==> src/rtl/stream_mux_pkg.sv <==
// Shared definitions for the round-robin stream multiplexer: selection modes
// and the channel-index width helper.
package stream_mux_pkg;

  localparam logic [1:0] MODE_MANUAL = 2'd0;
  localparam logic [1:0] MODE_FIXED  = 2'd1;
  localparam logic [1:0] MODE_RR     = 2'd2;
  localparam logic [1:0] MODE_RSVD   = 2'd3;

  function automatic int chan_width(input int n);
    return (n < 2) ? 1 : $clog2(n);
  endfunction

endpackage

==> src/rtl/rr_arbiter.sv <==
// Combinational grant selection for the stream mux: manual, fixed priority
// or round-robin starting at ptr.
module rr_arbiter
  import stream_mux_pkg::*;
#(
  parameter  int N_CH = 4,
  localparam int CW   = chan_width(N_CH)
) (
  input  logic [N_CH-1:0] req,
  input  logic [CW-1:0]   ptr,
  input  logic [1:0]      mode,
  input  logic [CW-1:0]   sel,
  output logic            gnt_valid,
  output logic [CW-1:0]   gnt_idx
);

  always_comb begin
    int idx;
    idx       = 0;
    gnt_valid = 1'b0;
    gnt_idx   = '0;
    case (mode)
      MODE_MANUAL: begin
        // Compare against each legal index so an out-of-range sel never grants.
        for (int i = 0; i < N_CH; i++) begin
          if ((sel == CW'(i)) && req[i]) begin
            gnt_valid = 1'b1;
            gnt_idx   = CW'(i);
          end
        end
      end
      MODE_FIXED: begin
        for (int i = N_CH - 1; i >= 0; i--) begin
          if (req[i]) begin
            gnt_valid = 1'b1;
            gnt_idx   = CW'(i);
          end
        end
      end
      MODE_RR: begin
        // Walk the search order backwards so the earliest hit is written last.
        for (int k = N_CH - 1; k >= 0; k--) begin
          idx = (int'(ptr) + k) % N_CH;
          if (req[idx]) begin
            gnt_valid = 1'b1;
            gnt_idx   = CW'(idx);
          end
        end
      end
      default: begin
        gnt_valid = 1'b0;
        gnt_idx   = '0;
      end
    endcase
  end

endmodule

==> src/rtl/stream_mux_rr.sv <==
// N-channel valid/ready stream multiplexer with one output register stage;
// each output beat carries the index of the channel it came from.
module stream_mux_rr
  import stream_mux_pkg::*;
#(
  parameter  int N_CH = 4,
  parameter  int W    = 8,
  localparam int CW   = chan_width(N_CH)
) (
  input  logic              clk,
  input  logic              rst,
  input  logic [1:0]        mode,
  input  logic [CW-1:0]     sel,
  input  logic [N_CH-1:0]   in_valid,
  input  logic [N_CH*W-1:0] in_data,
  output logic [N_CH-1:0]   in_ready,
  output logic              out_valid,
  output logic [W-1:0]      out_data,
  output logic [CW-1:0]     out_chan,
  input  logic              out_ready
);

  logic          gnt_valid;
  logic [CW-1:0] gnt_idx;
  logic [CW-1:0] ptr;
  logic [CW-1:0] ptr_next;
  logic          load_en;
  logic          in_xfer;
  logic          out_xfer;
  logic [W-1:0]  gnt_data;

  rr_arbiter #(.N_CH(N_CH)) u_arb (
    .req       (in_valid),
    .ptr       (ptr),
    .mode      (mode),
    .sel       (sel),
    .gnt_valid (gnt_valid),
    .gnt_idx   (gnt_idx)
  );

  assign load_en  = !out_valid || out_ready;
  assign in_xfer  = !rst && load_en && gnt_valid;
  assign out_xfer = out_valid && out_ready;
  assign ptr_next = (gnt_idx == CW'(N_CH - 1)) ? '0 : gnt_idx + CW'(1);

  always_comb begin
    in_ready = '0;
    if (in_xfer) in_ready[gnt_idx] = 1'b1;
  end

  // Only the granted slice is ever routed, so X on idle channels stays out.
  always_comb begin
    gnt_data = '0;
    for (int i = 0; i < N_CH; i++) begin
      if (gnt_idx == CW'(i)) gnt_data = in_data[i*W +: W];
    end
  end

  always_ff @(posedge clk or posedge rst) begin
    if (rst) begin
      out_valid <= 1'b0;
      out_data  <= '0;
      out_chan  <= '0;
      ptr       <= '0;
    end else begin
      if (in_xfer) begin
        out_valid <= 1'b1;
        out_data  <= gnt_data;
        out_chan  <= gnt_idx;
        if (mode == MODE_RR) ptr <= ptr_next;
      end else if (out_xfer) begin
        out_valid <= 1'b0;
      end
    end
  end

endmodule

==> config.mk <==
export PLATFORM = sky130hd
export DESIGN_NAME = stream_mux_rr
export DESIGN_NICKNAME = d
export VERILOG_FILES = /design/src/rtl/stream_mux_pkg.sv /design/src/rtl/rr_arbiter.sv /design/src/rtl/stream_mux_rr.sv
export SDC_FILE = /design/constraint.sdc
export NUM_CORES = 1
export LEC_CHECK = 0
export ABC_AREA = 1
export BUFFER_PORTS_ARGS = -buffer_cell sky130_fd_sc_hd__buf_2
export CAP_MARGIN = 15
export CORE_ASPECT_RATIO = 0.5
export CORE_MARGIN = 5
export CORE_UTILIZATION = 47
export DETAILED_ROUTE_END_ITERATION = 8
export GPL_TIMING_DRIVEN = 0
export PLACE_DENSITY = 0.8
export SYNTH_ARGS = -nofsm -noshare
export SYNTH_HDL_FRONTEND = slang
export SYNTH_HIERARCHICAL = 1
export SYNTH_SLANG_ARGS = --single-unit
==> constraint.sdc <==
create_clock -name clk -period 2.3 [get_ports clk]
set_input_delay 0.115 -clock clk [delete_from_list [all_inputs] [get_ports clk]]
set_output_delay 0.115 -clock clk [all_outputs]
set_load 0.005 [all_outputs]
# Word-level counts from Yosys, hierarchy flattened

Cells that the tools add are included.
Widths: inputs -> output; s select.

Bits in writable memories: 0
Output and inout port bits: 15
Latch bits: 0
Memories: 0
Register bits after elaboration: 13
ROM bits: 0

Reductions and logical operators: 19
Shifts and indexed selects: 0
Mux-type cells: 46
Eq/ne operators: 8
$add $sub $neg: 4
Bitwise logic cells: 3
Div/mod/pow operators: 0
Order comparisons: 6
$mul: 0

Operators by type and width:

| kind                | count |
|---|---|
| $mux 8              | 4 |
| $mux 1              | 23 |
| $mux 2              | 11 |
| $lt 3x4->1 const B  | 3 |
| $eq 2x2->1 const B  | 5 |
| $bmux 1 s2          | 4 |
| $logic_and 1x1->1   | 8 |
| $eq 2x1->1 const B  | 3 |
| $logic_not 2->1     | 3 |
| $lt 2x3->1 const B  | 2 |
| $pmux 2 s3          | 1 |
| $reduce_or 2->1     | 3 |
| $add 2x1->2 const B | 2 |
| $add 2x2->2 const B | 2 |
| $mux 4              | 1 |
| $and 1x1->1 const A | 3 |
| $pmux 1 s3          | 1 |
| $demux 1 s2         | 1 |
| $ge 2x1->1 const B  | 1 |
| $logic_not 1->1     | 2 |
| $reduce_and 2->1    | 1 |
| $reduce_bool 2->1   | 1 |
| $logic_or 1x1->1    | 1 |

# Depth between registers and ports, before layout

Gate-level depths: netlist (run 1).

Word-level depth: 16
Mapped depth: 19

# Hierarchy

The synthesis (run 1) kept the hierarchy.

By module, submodules not included:

| module        | cells each | area each (µm²) | times used | seq. area each (µm²) |
|---|---|---|---|---|
| stream_mux_rr | 133        | 955.9           | 1          | 325.3 |
| rr_arbiter    | 76         | 356.6           | 1          | 0.0 |

# Least setup slack after synthesis (run 1)

No wires, ideal clock.

Path kind: flip-flop to flip-flop
Start point: register ptr[0]
End point: register out_data[0]
Path slack: 350 ps
Setup time: 119 ps
Required time: 2181 ps
Stages on the path, launching flop included: 19
Data arrival time: 1831 ps
Cell sequence: dfrtp_1 > buf_6 > inv_8 > nand2_1 > nand2_1 > nand2_1 > nand2_1 > nand2_1 > nand2_1 > nand2_1 > nand2_1 > nand2_1 > inv_1 > ha_1 > buf_4 > inv_1 > or2_0 > nand3_1 > nand2_1

Cells in the longest elaborated chain, start to end: 14
Elaborated cells on any way between the ends: 33
Those cells by class: 3 x add/sub; 3 x eq/ne; 25 x mux; 2 x reduce/logical

RTL lines:

| what                                       | line                | text |
|---|---|---|
| start, declared                            | stream_mux_rr.sv:25 | `logic [CW-1:0] ptr;` |
| start signal, assigned                     | stream_mux_rr.sv:70 | `if (mode == MODE_RR) ptr <= ptr_next;` |
| $add 2x2->2                                | rr_arbiter.sv:43    | `idx = (int'(ptr) + k) % N_CH;` |
| $bmux 1 s2                                 | rr_arbiter.sv:44    | `if (req[idx]) begin` |
| $mux 1 (not written as such) (2 in series) | rr_arbiter.sv:44    |  |
| $mux 2 (3 in series)                       | rr_arbiter.sv:44    |  |
| $mux 2 (*)                                 | rr_arbiter.sv:44    |  |
| $pmux 2 s3 (*)                             | rr_arbiter.sv:22    | `case (mode)` |
| named net gnt_idx[0]                       | stream_mux_rr.sv:24 | `logic [CW-1:0] gnt_idx;` |
| $logic_not 2->1                            | stream_mux_rr.sv:55 | `if (gnt_idx == CW'(i)) gnt_data = in_data[i*W +: W];` |
| $mux 8 (3 in series)                       | stream_mux_rr.sv:55 |  |
| $mux 8 (*)                                 | stream_mux_rr.sv:55 |  |
| end signal, assigned                       | stream_mux_rr.sv:68 | `out_data <= gnt_data;` |
| end, declared                              | stream_mux_rr.sv:18 | `output logic [W-1:0] out_data,` |

Mark *: on every way through the listed nets, which the timed path passes. The rest lies on a longest branch. The select of a mux whose other input is x is not followed.
A chain may end at the register's enable or synchronous reset.

# Worst setup path in the final report (run 1)

Start point: register ptr[0]
End point: output in_ready[2]

Cells in the longest elaborated chain, start to end: 14
Elaborated cells on any way between the ends: 31
Those cells by class: 3 x add/sub; 2 x order compare; 24 x mux; 2 x reduce/logical

RTL lines:

| what                                                                  | line                | text |
|---|---|---|
| $add 2x2->2                                                           | rr_arbiter.sv:43    |  |
| $bmux 1 s2                                                            | rr_arbiter.sv:44    |  |
| $mux 1 (not written as such) (2 in series)                            | rr_arbiter.sv:44    |  |
| $mux 2 (3 in series)                                                  | rr_arbiter.sv:44    |  |
| $mux 2 (*)                                                            | rr_arbiter.sv:44    |  |
| $pmux 2 s3 (*)                                                        | rr_arbiter.sv:22    |  |
| named net gnt_idx[0]                                                  | stream_mux_rr.sv:24 |  |
| $lt 2x3->1 (not written as such) / $ge 2x1->1 (equally long branches) | stream_mux_rr.sv:48 | `if (in_xfer) in_ready[gnt_idx] = 1'b1;` |
| $logic_and 1x1->1 (not written as such)                               | stream_mux_rr.sv:48 |  |
| $mux 1 (not written as such)                                          | stream_mux_rr.sv:48 |  |
| $demux 1 s2 (*)                                                       | stream_mux_rr.sv:48 |  |
| $mux 4 (*)                                                            | stream_mux_rr.sv:48 |  |
| end, declared                                                         | stream_mux_rr.sv:16 | `output logic [N_CH-1:0] in_ready,` |

Marks and branches as above.

==> results.cfg, run 1 <==
[detailed_routing]
drt_iter0_markers = 64
antenna_left = 0
drc = 0
wl_um = 3500
wl_per_cell_um = 11.2
drt-pass1-iter-count = 4
routed-via-count = 1436
vias_per_cell = 4.59

[min_path]
hold_depth = 5
hold_class = primary input to flop
hold_start = in_data[25]
worstHoldEndpoint = out_data[1]

[timing]
max_freq_ghz = 0.442
worst_pin_slew_ns = 0.500
setup_viol = 0
finClkSkew_ns = 0.00163
finalSetupTns_ns = 0
min_period_ns = 2.26
finalCritPeriodShare_pct = 98.3
drv_slew = 0
rsz0062_at_grt = true
hold_viol = 0
slew-limit-headroom_pct = 66.6

[global_route]
grt_max_degree = 14
grt_first_pass_wirelength_um = 5080
grt_usage_pct = 15.9
overflow = 0
antenna_found_initial = 0
grt_pass1_vias = 1266

[cells_and_area]
n_antenna_cell = 0
seqCellArea_um2 = 325
stdcell_area_um2 = 1790
fill_cells = 235
most-common-layout-cells = 59 x nand2_1, 58 x buf_2, 27 x inv_1
layout-drive-gt1-share_pct = 36.2
finalNetCount = 324
multi_input_area_um2 = 862
final_common_cell = nand2_1
syn_to_final_growth_pct = 36.4

[yosys]
ys_seq_elements = 13
yosysUniqueCellTypes = 26
postSynthCellCount = 209
avgSynthCellArea_um2 = 6.28
seq_area_frac_synth_pct = 24.8
synth_area_um2 = 1310
synth_warnings = 6
synth_fp_nets = 256

[setup_path]
worst-r2r-setup-slack_ns = 0.08
start_kind = flop
r2r_cells = 18
cpMostUsedCell = nand2_1
reg2reg_from = ptr[0]
cp_data_arrival_time_ns = 2.15
crit_chain = buf_6 > inv_8 > nand2_1 > nand2_1 > nand2_1 > nand2_1 > nand2_2 > a21oi_2 > nand2_1 > nand2_2 > inv_2 > ha_2 > buf_6 > inv_6 > nor2_1 > buf_2
critPathKind = flop to primary output
crit_start = ptr[0]
crit_path_end_kind = primary output
timing.rr.end = out_data[6]
critPathMaxFanout = 9
max_stage_delay_ns = 0.41
cp.required_ns = 2.18
cp_slowest_cell = dfrtp_1

[clock_tree]
cts_max_level = 1
cts-buffers-inserted = 3
clk_latency_ns = 0.24
root_buffer = clkbuf_8
cts.clk_slew.worst_paths_ns = 0.05
cts_max_path_buffers = 2
cts.sinks = 13
cts_tree = done

[floorplanning]
die_w_um = 84.7
design.core.area_um2 = 2640
die_y_um = 47.4
die_area_um2 = 4010
start_util_pct = 49.8
ios = 58
rows = 13

[placement]
placed_cell_area_um2 = 1640
hpwl_um = 2650
io_buffers = 57
place_congestion = 0.796

[job]
drv_cap = 0

[power_and_ir_drop]
power_mw = 1.33
peakVddDrop_mv = 0.372
total_leakage_power_nw = 1.04
power_density_nw_per_um2 = 744

[status]
status = completed
==> sequential cells by signal, summed over array words and instances (netlist names) <==
register / cells
out_data: 8
out_valid: 1
out_chan: 2
ptr: 2
==> worst max-delay path: cells and delay by family (launching register included) <==
| kind | cells | cell delay, ns |
|---|---|---|
| simple gates | 8 | 0.56 |
| fa+ha+maj | 1 | 0.18 |
| buf+inv | 6 | 0.61 |
| flops | 1 | 0.41 |
| compound gates | 1 | 0.13 |
==> what timing repair did <==
| item | CTS | global route |
|---|---|---|
| endpoints found under the hold margin | 13 | 0 |
| resized for setup | 4 | 16 |
| buffers inserted | 0 | 4 |
| gates cloned | 0 | 1 |
| pin swaps | 0 | 9 |
| hold buffers | 1 | 0 |
| setup endpoints to repair | 1 | 12 |
==> synthesized netlist by cell type <==
master,n,share of area [%]
nand3_1,16,6.1
inv_8,1,0.86
and3_1,1,0.48
a21oi_1,11,4.2
o21ai_2,1,0.67
dfrtp_1,13,25
a31o_2,1,0.67
a31oi_1,1,0.48
nand2_2,5,2.4
nand3_2,1,0.76
o21ai_0,8,3.1
nor2_1,25,7.1
inv_1,30,8.6
nand3_4,1,1.3
buf_6,2,1.7
or2_0,8,3.8
nand2_1,62,18
o21ai_1,1,0.38
ha_1,4,3.8
nor2_4,2,1.7
nor3_1,1,0.38
buf_4,3,1.7
nor2_8,1,1.5
and2_4,1,0.67
nor2_2,1,0.48
a21boi_0,8,4.6
==> report_power, final <==
group	internal (mW)	switching [mW]
clock	0.122	0.0808
sequential	0.311	0.0537
combinational	0.336	0.428
total	0.769	0.563
==> worst max path at each step <==
| stage | to | cells after the start |
|---|---|---|
| 4_1_cts | in_ready[2] | 16 |
| 2_1_floorplan | out_data[0] | 18 |
| 6_report | in_ready[2] | 16 |
| 3_5_place_dp | out_data[3] | 17 |
| 3_3_place_gp | out_data[3] | 18 |
| 5_1_grt | in_ready[2] | 17 |
==> metal layers <==
layer | global-route usage [%] | wire length, um | up-vias
li1 | - | - | 784
met1 | 18.3 | 1580 | 620
met2 | 30.2 | 1760 | 28
met3 | 4.38 | 130 | 4
met4 | 4.42 | 26 | 0
met5 | 0 | 0 | -
==> cells by family after synthesis <==
| family | Yosys count | synth area share, % |
|---|---|---|
| AO/OA/AOI/OAI | 31 | 14.0 |
| adder cells (fa/ha/maj) | 4 | 3.81 |
| buffers and inverters | 36 | 12.9 |
| flip-flops | 13 | 24.8 |
| AND/OR/NAND/NOR | 125 | 44.5 |
==> stage by stage <==
step / hold WS (ns) / utilization [%] / setup slack, ns / instances
6_report: 0.176 / 67.9 / 0.0395 / 313
5_1_grt: 0.188 / 67.9 / -0.0914 / 313
4_1_cts: 0.172 / 64.6 / 0.00492 / 308
3_5_place_dp: 0.198 / 62.4 / 0.0522 / 303
3_3_place_gp: 0.183 / 62.4 / 0.119 / 303
2_1_floorplan: -0.00804 / - / 0.350 / 209
==> layout make-up <==
| cell class | instances | area share (%) |
|---|---|---|
| multi-input combinational | 160 | 48.1 |
| timing repair buffer | 63 | 18.4 |
| sequential | 13 | 18.2 |
| inverter | 31 | 7.20 |
| buffer | 5 | 2.94 |
| tap | 37 | 2.59 |
| clock buffer | 4 | 2.52 |
(Power assumes the default switching activity.)
==> run 2, diff against run 1 <==
==> constraint.sdc (replaced) <==
create_clock -name clk -period 2.3 [get_ports clk]
set_input_delay 0.69 -clock clk [delete_from_list [all_inputs] [get_ports clk]]
set_output_delay 0.69 -clock clk [all_outputs]
set_load 0.005 [all_outputs]
==> results.cfg, run 2 (synthesized netlist as in run 1, its figures left out) <==
[setup_path]
crit_path_end_kind = primary output
start_kind = primary input
cp_data_arrival_time_ns = 2.05
critPathKind = primary input to primary output
critPathMaxFanout = 5
reg2reg_from = ptr[0]
cp.required_ns = 1.61
crit_start = in_valid[0]

[global_route]
grt_pass1_vias = 1443
antenna_found_initial = 0
overflow = 0
grt_usage_pct = 19.2
grt_first_pass_wirelength_um = 6140
grt_max_degree = 14

[clock_tree]
cts_max_level = 1
clk_latency_ns = 0.24
cts_tree = done
root_buffer = clkbuf_8
cts.sinks = 13
cts_max_path_buffers = 2
cts.clk_slew.worst_paths_ns = 0.06
cts-buffers-inserted = 3

[cells_and_area]
multi_input_area_um2 = 966
largestRegisters = out_data x8, out_chan x2, ptr x2
most-common-layout-cells = 54 x buf_2, 51 x nand2_1, 21 x nor2_1
layout-drive-gt1-share_pct = 46.6
syn_to_final_growth_pct = 51.8
finalNetCount = 331
final_common_cell = buf_2
n_antenna_cell = 0
seqCellArea_um2 = 325
final-instance-count-excl-fill = 320
largest_reg_flops = 8
fill_cells = 202
largest_register = out_data
stdcell_area_um2 = 1990

[power_and_ir_drop]
share_seq_of_total_power_pct = 25.3
power_density_nw_per_um2 = 734
clkPwrFrac_pct = 14.2
peakVddDrop_mv = 0.429
total_leakage_power_nw = 1.09
power.internal_mw = 0.829
p_comb_share_pct = 60.5
switching_share_pct = 43.3
power_switching_mw = 0.632

[timing]
worst_slack_ns = -0.443
finClkSkew_ns = 0.000611
hold_viol = 0
hold_ws_ns = 0.502
rsz0062_at_grt = true
min_period_ns = 2.74
finalCritPeriodShare_pct = 119
drv_slew = 0
slew-limit-headroom_pct = 65.2
setup_viol = 4
max_freq_ghz = 0.365
worst_pin_slew_ns = 0.522

[detailed_routing]
drt-pass1-iter-count = 4
drt_iter0_markers = 37
wl_um = 4100
antenna_left = 0
routed-via-count = 1569
wl_per_cell_um = 12.8
vias_per_cell = 4.90
drc = 0

[status]
failed_checks = negative setup slack
status = finished with violations

[placement]
dp_cells = 303
placed_cell_area_um2 = 1670
io_buffers = 57
hpwl_um = 2730
place_congestion = 0.807

[floorplanning]
die_y_um = 47.4
die_w_um = 84.7
rows = 13
ios = 58
die_area_um2 = 4010
design.core.area_um2 = 2640
start_util_pct = 49.8

[min_path]
hold_class = primary input to asynchronous set/reset pin

[job]
drv_cap = 0
[run 2: changes by cell type in the layout (fill, tap and decap cells not counted), sizes merged]
cell and delta:
buf +8, clkinv +2, clkinvlp +1, dlygate4sd3 -1, inv -3
[run 2: through the flow]
step                TNS [ns]  setup slack (ns)  utilization [%]  power (mW)
floorplan             -0.729            -0.215                -       0.856
global placement       -3.76            -0.580             63.5        1.04
detailed placement     -4.15            -0.594             63.5        1.06
CTS                    -1.73            -0.445             69.9        1.33
global route           -2.21            -0.534             75.6        1.59
finish                 -1.69            -0.443             75.6        1.46
[run 2: final timing paths]
check | end | slack (ns) | cells past startpoint
worst max-delay path | in_ready[3] | -0.44 | 12
worst min-delay path | out_data[1] | 0.50 | 2
worst max register to register | out_data[3] | 0.11 | 17
worst min register to register | out_chan[1] | 0.56 | 2
max in group asynchronous | out_data[5] | 1.45 | 2
min in group clk | out_chan[1] | 0.56 | 2
[run 2: timing repair]
action	4_1_cts	5_1_grt
hold buffers	0	0
endpoints found under the setup margin	4	12
gates cloned	0	1
resized for setup	18	42
pin swaps	14	31
buffers inserted	10	4
[run 2: cell type report]
| class | count | area share, % |
|---|---|---|
| Multi-Input combinational cell | 160 | 48.5 |
| Timing Repair Buffer | 72 | 21.7 |
| Clock buffer | 4 | 2.26 |
| Inverter | 31 | 7.41 |
| Tap cell | 37 | 2.32 |
| Buffer | 3 | 1.51 |
| Sequential cell | 13 | 16.3 |
[run 2: critical path, cell delays in order]
cell and delay [ns]:
buf_6 0.07, clkinvlp_4 0.14, buf_6 0.16, o21ai_2 0.12, nand3_1 0.11, a31oi_2 0.23, inv_2 0.06, nor2_4 0.12
buf_6 0.12, nand3_4 0.07, inv_2 0.06, buf_6 0.08
[run 2: power by group through the flow]
stage	clock network [mW]	registers, mW	logic [mW]
finish	0.207	0.370	0.884
global route	0.225	0.380	0.982
CTS	0.208	0.362	0.761
detailed placement	0	0.365	0.697
global placement	0	0.362	0.680
floorplan	0	0.366	0.490
[run 2: metal layers]
metal	routed length (um)	vias up	share of wire, %	GRT usage, %
met5	0	-	0	0
met4	108	0	2.6	5.05
met3	166	12	4.1	3.50
met2	2190	46	53	38.7
met1	1630	706	40	21.8
li1	-	805	-	-
==> run 3, diff against run 2 <==
Settings changed: MAX_ROUTING_LAYER set to met4.
==> results.cfg, run 3 (synthesized netlist as in run 1, its figures left out) <==
[detailed_routing]
drt-pass1-iter-count = 4
drc = 0
drt_iter0_markers = 37
routed-via-count = 1568
antenna_left = 0
vias_per_cell = 4.90
wl_um = 4100
wl_per_cell_um = 12.8

[setup_path]
crit_path_end_kind = primary output
cp_data_arrival_time_ns = 2.05
max_stage_delay_ns = 0.23
cp.required_ns = 1.61
path_buf_inv = 7
critPathKind = primary input to primary output
cp_slowest_cell = a31oi_2
cpMostUsedCell = buf_6
start_kind = primary input
crit_chain = buf_6 > clkinvlp_4 > buf_6 > o21ai_2 > nand3_1 > a31oi_2 > inv_2 > nor2_4 > buf_6 > nand3_4 > inv_2 > buf_6
critPathMaxFanout = 5
crit_family = buffers and inverters

[timing]
rsz0062_at_grt = true
hold_viol = 0
setup_viol = 4
hold_ws_ns = 0.502
worst_slack_ns = -0.443
finalCritPeriodShare_pct = 119
max_freq_ghz = 0.365
worst_pin_slew_ns = 0.522
min_period_ns = 2.74
drv_slew = 0
slew-limit-headroom_pct = 65.2
finClkSkew_ns = 0.000611

[cells_and_area]
largest_reg_flops = 8
fin_util_pct = 75.6
largestRegisters = out_data x8, out_chan x2, ptr x2
most-common-layout-cells = 54 x buf_2, 51 x nand2_1, 21 x nor2_1
layout-drive-gt1-share_pct = 46.6
fill_cells = 202
syn_to_final_growth_pct = 51.8
final_common_cell = buf_2
largest_register = out_data
finalNetCount = 331
n_antenna_cell = 0

[floorplanning]
rows = 13
ios = 58
die_area_um2 = 4010
start_util_pct = 49.8
design.core.area_um2 = 2640
die_y_um = 47.4
die_w_um = 84.7

[global_route]
overflow = 0
antenna_found_initial = 0
grt_first_pass_wirelength_um = 6140
grt_max_degree = 14
grt_pass1_vias = 1444
grt_usage_pct = 19.8

[clock_tree]
cts_tree = done
root_buffer = clkbuf_8
cts-buffers-inserted = 3
cts_max_level = 1
cts.sinks = 13
cts_max_path_buffers = 2
clk_latency_ns = 0.24
cts.clk_slew.worst_paths_ns = 0.06

[min_path]
hold_class = primary input to asynchronous set/reset pin

[placement]
place_congestion = 0.819
post-place-ws_ns = -0.594
io_buffers = 57
hpwl_um = 2730

[power_and_ir_drop]
power_density_nw_per_um2 = 734
total_leakage_power_nw = 1.09
peakVddDrop_mv = 0.430
power_mw = 1.46

[status]
failed_checks = negative setup slack
status = finished with violations

[job]
drv_cap = 0
-- run 3: cell counts in the layout (fill, tap and decap cells not counted) --
Identical to the previous run, type by type.
-- run 3: final timing paths --
path                             start           to  slack, ns  cells after the start
max                        in_valid[0]  in_ready[3]      -0.44                     12
min in group clk           out_chan[1]  out_chan[1]       0.56                      2
min                                rst  out_data[1]       0.50                      2
max in group asynchronous          rst  out_data[5]       1.45                      2
max reg2reg                     ptr[0]  out_data[3]       0.11                     17
min reg2reg                out_chan[1]  out_chan[1]       0.56                      2
-- run 3: final cells by class --
class                      count  area (um^2)  area share [%]
inverter                      31          148            7.41
multi-input combinational    160          966            48.5
clock buffer                   4         45.0            2.26
buffer                         3         30.0            1.51
sequential                    13          325            16.3
timing repair buffer          72          432            21.7
tap                           37         46.3            2.32
-- run 3: metal layers --
metal  vias to the layer above  global-route usage (%)  part of all wire, %
met5                         -                       -                    0
met4                         0                    5.05                  2.6
met3                        12                    3.33                  3.6
met2                        46                    38.7                   53
met1                       706                    21.9                   40
li1                        804                       -                    -
-- run 3: what timing repair did --
item | CTS | global route
gates cloned | 0 | 1
pin swaps | 14 | 31
resized for setup | 18 | 42
setup endpoints to repair | 4 | 12
hold buffers | 0 | 0
setup buffers | 10 | 4
-- run 3: stage by stage --
step	cells	cell area [um^2]	setup TNS, ns
floorplan	209	1340	-0.729
global placement	303	1670	-3.76
detailed placement	303	1670	-4.15
CTS	317	1840	-1.73
global route	320	1990	-2.21
finish	320	1990	-1.69
-- run 3: report_power, final --
group	switching [mW]	internal, mW	leakage, nW	total [mW]
Sequential	0.0593	0.311	0.165	0.370
Clock	0.0847	0.123	0.0228	0.207
Combinational	0.489	0.396	0.897	0.884
Total	0.633	0.829	1.09	1.46
